`config.mk`:
```
export PLATFORM = sky130hd
export DESIGN_NAME = uart_tx_frame
export DESIGN_NICKNAME = d
export VERILOG_FILES = /design/src/rtl/uart_pkg.sv /design/src/rtl/uart_tx_serializer.sv /design/src/rtl/uart_tx_frame.sv
export SDC_FILE = /design/constraint.sdc
export NUM_CORES = 1
export LEC_CHECK = 0
export ABC_AREA = 1
export CORE_ASPECT_RATIO = 1.25
export CORE_MARGIN = 2
export CORE_UTILIZATION = 40
export CTS_CLUSTER_DIAMETER = 50
export DETAILED_ROUTE_END_ITERATION = 10
export PLACE_DENSITY = 0.63
export SYNTH_ARGS = -nofsm -noshare
export SYNTH_HDL_FRONTEND = slang
export SYNTH_HIERARCHICAL = 1
export SYNTH_SLANG_ARGS = --single-unit
```
`constraint.sdc`:
```
create_clock -name clk_TX -period 2.3 [get_ports clk_TX]
set_input_delay 0.23 -clock clk_TX [delete_from_list [all_inputs] [get_ports clk_TX]]
set_output_delay 0.23 -clock clk_TX [all_outputs]
set_load 0.02 [all_outputs]
```
`src/rtl/uart_pkg.sv`:
```
// Shared UART definitions: frame state encoding, parity selectors and line levels.
package uart_pkg;

  typedef enum logic [2:0] {
    IDLE,
    START,
    DATA,
    PARITY,
    STOP
  } tx_state_e;

  localparam logic PAR_EVEN  = 1'b0;
  localparam logic PAR_ODD   = 1'b1;
  localparam logic START_BIT = 1'b0;
  localparam logic STOP_BIT  = 1'b1;

endpackage

```
`src/rtl/uart_tx_serializer.sv`:
```
// Data shift register (LSB out first) with a bit counter; done marks the last data bit.
module uart_tx_serializer #(
  parameter int unsigned DATA_WIDTH = 8
) (
  input  logic                  clk_TX,
  input  logic                  rst,
  input  logic                  load,
  input  logic [DATA_WIDTH-1:0] data_in,
  input  logic                  shift_en,
  input  logic                  cnt_en,
  output logic                  bit_out,
  output logic                  done
);

  localparam int unsigned CW = (DATA_WIDTH > 1) ? $clog2(DATA_WIDTH) : 1;

  logic [DATA_WIDTH-1:0] shreg;
  logic [CW-1:0]         cnt;

  always_ff @(posedge clk_TX) begin
    if (rst) begin
      shreg <= '0;
      cnt   <= '0;
    end else begin
      if (load)
        shreg <= data_in;
      else if (shift_en)
        shreg <= shreg >> 1;

      // Counter tracks the bit currently on the line; it clears on the last bit.
      if (load)
        cnt <= '0;
      else if (cnt_en)
        cnt <= done ? '0 : cnt + CW'(1);
    end
  end

  assign bit_out = shreg[0];
  assign done    = (cnt == CW'(DATA_WIDTH - 1));

endmodule

```
`src/rtl/uart_tx_frame.sv`:
```
// UART transmitter: start, DATA_WIDTH bits LSB first, optional parity, one stop bit.
// Define UART_TX_HOLD_BUF_EN to add a one-entry holding buffer for back-to-back frames.
module uart_tx_frame
  import uart_pkg::*;
#(
  parameter int unsigned DATA_WIDTH = 8
) (
  input  logic                  clk_TX,
  input  logic                  rst,
  input  logic [DATA_WIDTH-1:0] P_DATA,
  input  logic                  Data_Valid,
  input  logic                  PAR_EN,
  input  logic                  PAR_TYP,
  output logic                  TX_OUT,
  output logic                  busy,
  output logic                  tx_ready
);

  tx_state_e             state, next_state;
  logic                  accept, pending, launch;
  logic [DATA_WIDTH-1:0] src_data;
  logic                  src_par_en, src_par_typ;
  logic                  par_en_q, par_bit_q;
  logic                  tx_d;
  logic                  bit_out, done;

  assign accept = Data_Valid && tx_ready;
  assign launch = (next_state == START);

`ifdef UART_TX_HOLD_BUF_EN
  logic                  buf_full;
  logic [DATA_WIDTH-1:0] buf_data;
  logic                  buf_par_en, buf_par_typ;

  assign tx_ready    = !buf_full;
  assign pending     = buf_full || accept;
  assign src_data    = buf_full ? buf_data    : P_DATA;
  assign src_par_en  = buf_full ? buf_par_en  : PAR_EN;
  assign src_par_typ = buf_full ? buf_par_typ : PAR_TYP;

  // A word goes to the buffer unless it is launched straight into the shifter.
  always_ff @(posedge clk_TX) begin
    if (rst) begin
      buf_full    <= 1'b0;
      buf_data    <= '0;
      buf_par_en  <= 1'b0;
      buf_par_typ <= 1'b0;
    end else if (accept && !(launch && !buf_full)) begin
      buf_full    <= 1'b1;
      buf_data    <= P_DATA;
      buf_par_en  <= PAR_EN;
      buf_par_typ <= PAR_TYP;
    end else if (launch) begin
      buf_full    <= 1'b0;
    end
  end
`else
  assign tx_ready    = !busy;
  assign pending     = accept;
  assign src_data    = P_DATA;
  assign src_par_en  = PAR_EN;
  assign src_par_typ = PAR_TYP;
`endif

  uart_tx_serializer #(
    .DATA_WIDTH(DATA_WIDTH)
  ) u_ser (
    .clk_TX   (clk_TX),
    .rst      (rst),
    .load     (launch),
    .data_in  (src_data),
    .shift_en (next_state == DATA),
    .cnt_en   (state == DATA),
    .bit_out  (bit_out),
    .done     (done)
  );

  always_ff @(posedge clk_TX) begin
    if (rst) begin
      state     <= IDLE;
      TX_OUT    <= STOP_BIT;
      busy      <= 1'b0;
      par_en_q  <= 1'b0;
      par_bit_q <= 1'b0;
    end else begin
      state  <= next_state;
      TX_OUT <= tx_d;
      busy   <= (next_state != IDLE);
      if (launch) begin
        par_en_q  <= src_par_en;
        par_bit_q <= (^src_data) ^ (src_par_typ == PAR_ODD);
      end
    end
  end

  always_comb begin
    next_state = state;
    unique case (state)
      IDLE:    if (pending) next_state = START;
      START:   next_state = DATA;
      DATA:    if (done) next_state = par_en_q ? PARITY : STOP;
      PARITY:  next_state = STOP;
      STOP:    next_state = pending ? START : IDLE;
      default: next_state = IDLE;
    endcase
  end

  // Line level is registered from the state being entered, so it lines up with state.
  always_comb begin
    tx_d = STOP_BIT;
    unique case (next_state)
      IDLE:    tx_d = STOP_BIT;
      START:   tx_d = START_BIT;
      DATA:    tx_d = bit_out;
      PARITY:  tx_d = par_bit_q;
      STOP:    tx_d = STOP_BIT;
      default: tx_d = STOP_BIT;
    endcase
  end

endmodule

```
==> summary by stage <==
Logic synthesis
After Yosys synthesis, and, or, nand and nor cells account for 40.4% of the synthesized area. The multiplexer share of the synthesized area is 0%. By area, the combinational part of the netlist is dominated by simple AND/OR/NAND/NOR gates.

During synthesis, Yosys emitted a total of 6 warnings. The count of different cell masters after synthesis is 17. The synthesized area per cell is 6.19 µm². Of the total synthesized cell area, the portion taken by XOR and XNOR cells is 0.884%.

Summing every instance area after synthesis gives 991 µm². The synthesized net count is 175. In this run, synthesis produced a sequential element count of 18. In the synthesized netlist, the number of instances is 160. The synthesized netlist devotes 2.53% of its cell area to adder and majority cells. Summing the areas of all compound-gate instances in the mapped netlist gives 6.57% of the synthesized area. The share of the yosys chip area belonging to registers is 36.4%.

Timing
Based on the critical path, the design can be clocked at up to 0.522 GHz. The number of slew-limit violations in the final report was 0. Setup total negative slack on the finished layout was measured at 0 ns. The ratio of final minimum period to clock period is 83.2%. Setup repair after global routing left no endpoint under its margin.

The final count of hold timing violations is 0. Setup violations remaining at the end of the flow were counted as 0. The worst max-slew margin expressed relative to the limit is 68.6%. The largest clock skew in the final design is 0.00229 ns. The post-route minimum period is 1.91 ns. The measured slew at the worst slew-check pin is 0.469 ns.

Floorplan
The chip height is 59.7 µm. The initial core utilization is 41.2%. After floorplanning, the core was divided into 20 placement rows. From left edge to right edge, the die measures 48.5 µm. For this design the top-level I/O count stands at 16.

After floorplanning, the core was sized to cover 2400 µm². The total die area is 2890 µm².

Setup path
The critical path in this run is classified as reg2reg. The required time at the endpoint of the critical path is 2.50 ns. The cell repeated most along the worst path is sky130_fd_sc_hd__inv_1.

The highest cell delay on the worst timing path is 0.34 ns. The startpoint type of the worst setup path is a flip-flop. STA classifies the critical path endpoint as a flip-flop. The critical path goes through ha_1, ha_1, inv_1, o21ai_0, a21oi_1, inv_1, nor3_1, buf_4, nor2_8, nand2_1, nand3_1, nand2_1, inv_1. The kind of cell adding the most delay to the critical path is simple AND/OR/NAND/NOR gates.

The highest-delay cell along the critical path is sky130_fd_sc_hd__dfxtp_1. The top fanout value on the critical path is 8. STA puts the critical path data arrival time at 2.12 ns. The startpoint identified for the worst register-to-register timing path is u_ser/cnt[0]$_SDFFE_PP0P_.

The worst-case register-to-register setup slack is 0.39 ns. The count of cells along the worst register-to-register path is 13. The number of buffers and inverters on the critical path is 4. The capturing point of the worst reg2reg path is u_ser/shreg[0]$_SDFFE_PP0P_.

Worst hold path
The endpoint of the worst hold path is u_ser/shreg[6]$_SDFFE_PP0P_. The tightest min-delay check is of the reg2reg type. The worst hold path depth is 2. In this run the most critical hold path is launched from u_ser/shreg[6]$_SDFFE_PP0P_.

Clock tree
Clock-pin slew was measured on the worst setup and hold paths at 0.11 ns. The cell sitting at the root of the clock tree is a sky130_fd_sc_hd__clkbuf_4. The total clock buffers created by CTS is 3. The total of hold buffers inserted after clock tree synthesis is 0. Post-CTS timing repair inserted 0 buffers for setup. The H-tree depth reported by CTS is 1. The clock net sink count is 18. The maximum buffer depth of the clock tree is 2. In this run, post-CTS repair resized a total of 0 instances. TritonCTS built the clock tree. The clock reaches the later pin of the worst-skew pair after 0.29 ns.

Global routing
The number of global-route vias before repair is 815. Global routing used 14.7% of the available tracks. The wire length of the first global-routing pass is 3260 µm.

The number of antenna violations at the first check in global routing is 0. After global routing the overflow that remains totals 0. Entering global routing, the biggest net connects 14 pins.

Detailed routing
The number of design-rule violations left by the first detailed-router iteration is 18. In the final routed layout, each cell accounts on average for 9.03 µm. The count of nets left with antenna violations once routing finished came out at 0. The number of iterations in the first detailed-routing pass is 4. The detailed router placed 955 vias in this run. Summed over all layers, the routed wires come to 1920 µm. In the routed layout, each cell is associated on average with a via count of 4.50. The residual DRC count is 0.

Placed design
The number of port buffers is 15. Routability-driven placement finished with a final weighted congestion of 0.716. The placed wire-length estimate is 1490 µm.

Outcome
The flow ran to the end, and the final reports show no timing, DRC or antenna violations.

Finish
The sequential cells in the finished layout cover a total of 360 µm². The repair_antennas step left the layout with diodes totalling 0. The area added between synthesis and finish is 22.6%. Once layout is complete, the utilization of the core stands at 50.6%. The share of post-route cells with drive strength above 1 is 5.59%. Fill cells in the final layout number 263. The final net count is 195.

The area of the multi-input gates is 499 µm².

Pwr
In this run the static leakage power is 0.622 nW. The areal power density over the cells is 627 nW/µm². The worst-case IR drop observed on VDD is 0.000303 V.

Run
Across the run, the number of max-cap violations was 0.
==> synth_stat cells <==
cell type	number	area share, %
sky130_fd_sc_hd__a21oi_1	11	5.6
sky130_fd_sc_hd__buf_4	1	0.76
sky130_fd_sc_hd__buf_6	1	1.1
sky130_fd_sc_hd__dfxtp_1	18	36
sky130_fd_sc_hd__ha_1	2	2.5
sky130_fd_sc_hd__inv_1	29	11
sky130_fd_sc_hd__inv_2	1	0.38
sky130_fd_sc_hd__nand2_1	65	25
sky130_fd_sc_hd__nand3_1	12	6.1
sky130_fd_sc_hd__nand4_1	1	0.63
sky130_fd_sc_hd__nor2_1	12	4.5
sky130_fd_sc_hd__nor2_4	1	1.1
sky130_fd_sc_hd__nor2_8	1	2.0
sky130_fd_sc_hd__nor3_1	1	0.50
sky130_fd_sc_hd__o21ai_0	2	1.0
sky130_fd_sc_hd__or2_4	1	0.88
sky130_fd_sc_hd__xnor2_1	1	0.88
==> layout by cell type (no fill, tap or decap), drive strengths merged <==
| cell type | synthesis | final |
|---|---|---|
| nand2 | 65 | 65 |
| inv | 30 | 30 |
| dfxtp | 18 | 18 |
| clkdlybuf4s50 | 0 | 15 |
| nor2 | 14 | 14 |
| nand3 | 12 | 12 |
| a21oi | 11 | 11 |
| clkbuf | 0 | 4 |
| o21ai | 2 | 2 |
| buf | 2 | 2 |
| ha | 2 | 2 |
| or2 | 1 | 1 |
| nor3 | 1 | 1 |
| xnor2 | 1 | 1 |
| nand4 | 1 | 1 |
==> how the worst max path moves through the flow <==
| stage | slack (ns) | end | cells past startpoint | start |
|---|---|---|---|---|
| global placement | 0.49 | u_ser/shreg[0]$_SDFFE_PP0P_ | 13 | u_ser/cnt[0]$_SDFFE_PP0P_ |
| floorplan | 0.61 | u_ser/shreg[0]$_SDFFE_PP0P_ | 13 | u_ser/cnt[0]$_SDFFE_PP0P_ |
| detailed placement | 0.43 | u_ser/shreg[0]$_SDFFE_PP0P_ | 13 | u_ser/cnt[0]$_SDFFE_PP0P_ |
| global route | 0.18 | u_ser/shreg[0]$_SDFFE_PP0P_ | 13 | u_ser/cnt[0]$_SDFFE_PP0P_ |
| finish | 0.39 | u_ser/shreg[0]$_SDFFE_PP0P_ | 13 | u_ser/cnt[0]$_SDFFE_PP0P_ |
| CTS | 0.39 | u_ser/shreg[0]$_SDFFE_PP0P_ | 13 | u_ser/cnt[0]$_SDFFE_PP0P_ |
==> logic make-up after synthesis <==
| kind of cell | count (synthesis) |
|---|---|
| AO/OA/AOI/OAI | 13 |
| XOR/XNOR | 1 |
| adder cells (fa/ha/maj) | 2 |
| buffers and inverters | 32 |
| flip-flops | 18 |
| AND/OR/NAND/NOR | 94 |
==> per-layer routing <==
metal | global-route usage [%] | routed length, µm | part of all wire [%]
met1 | 15.9 | 837 | 44
met2 | 28.2 | 1010 | 53
met3 | 1.50 | 45 | 2.3
met4 | 8.57 | 24 | 1.3
met5 | 0 | 0 | 0
==> sequential cells by signal, indices dropped and copies added (netlist names) <==
register	count
TX_OUT	1
busy	1
par_bit_q	1
par_en_q	1
state	3
u_ser/cnt	3
u_ser/shreg	8
==> through the flow <==
stage	cell area (µm²)	power [mW]	cells	hold slack [ns]	worst slack (ns)
finish	1210	0.762	212	0.470	0.386
global route	1210	0.814	212	0.495	0.183
CTS	1210	0.767	212	0.473	0.386
detailed placement	1180	0.571	208	0.458	0.432
floorplan	991	0.506	160	0.299	0.608
global placement	1180	0.568	208	0.462	0.490
==> cell type report <==
type / instances / area share [%]
Clock buffer: 4 / 2.99
Inverter: 30 / 9.27
Multi-Input combinational cell: 110 / 41.1
Sequential cell: 18 / 29.7
Tap cell: 33 / 3.40
Timing Repair Buffer: 17 / 13.6
==> worst reg2reg max path: stages (launching register included) <==
cell and delay [ns]:
sky130_fd_sc_hd__dfxtp_1 0.34, sky130_fd_sc_hd__ha_1 0.20, sky130_fd_sc_hd__ha_1 0.20, sky130_fd_sc_hd__inv_1 0.06, sky130_fd_sc_hd__o21ai_0 0.09, sky130_fd_sc_hd__a21oi_1 0.17
sky130_fd_sc_hd__inv_1 0.09, sky130_fd_sc_hd__nor3_1 0.15, sky130_fd_sc_hd__buf_4 0.21, sky130_fd_sc_hd__nor2_8 0.06, sky130_fd_sc_hd__nand2_1 0.09, sky130_fd_sc_hd__nand3_1 0.08
sky130_fd_sc_hd__nand2_1 0.07, sky130_fd_sc_hd__inv_1 0.03
==> power by group <==
group	internal (mW)	leakage, nW	switching (mW)	total (mW)
combinational	0.0888	0.453	0.118	0.207
clock	0.0964	0.0210	0.101	0.197
sequential	0.342	0.148	0.0158	0.357
(Power assumes the default switching activity.)
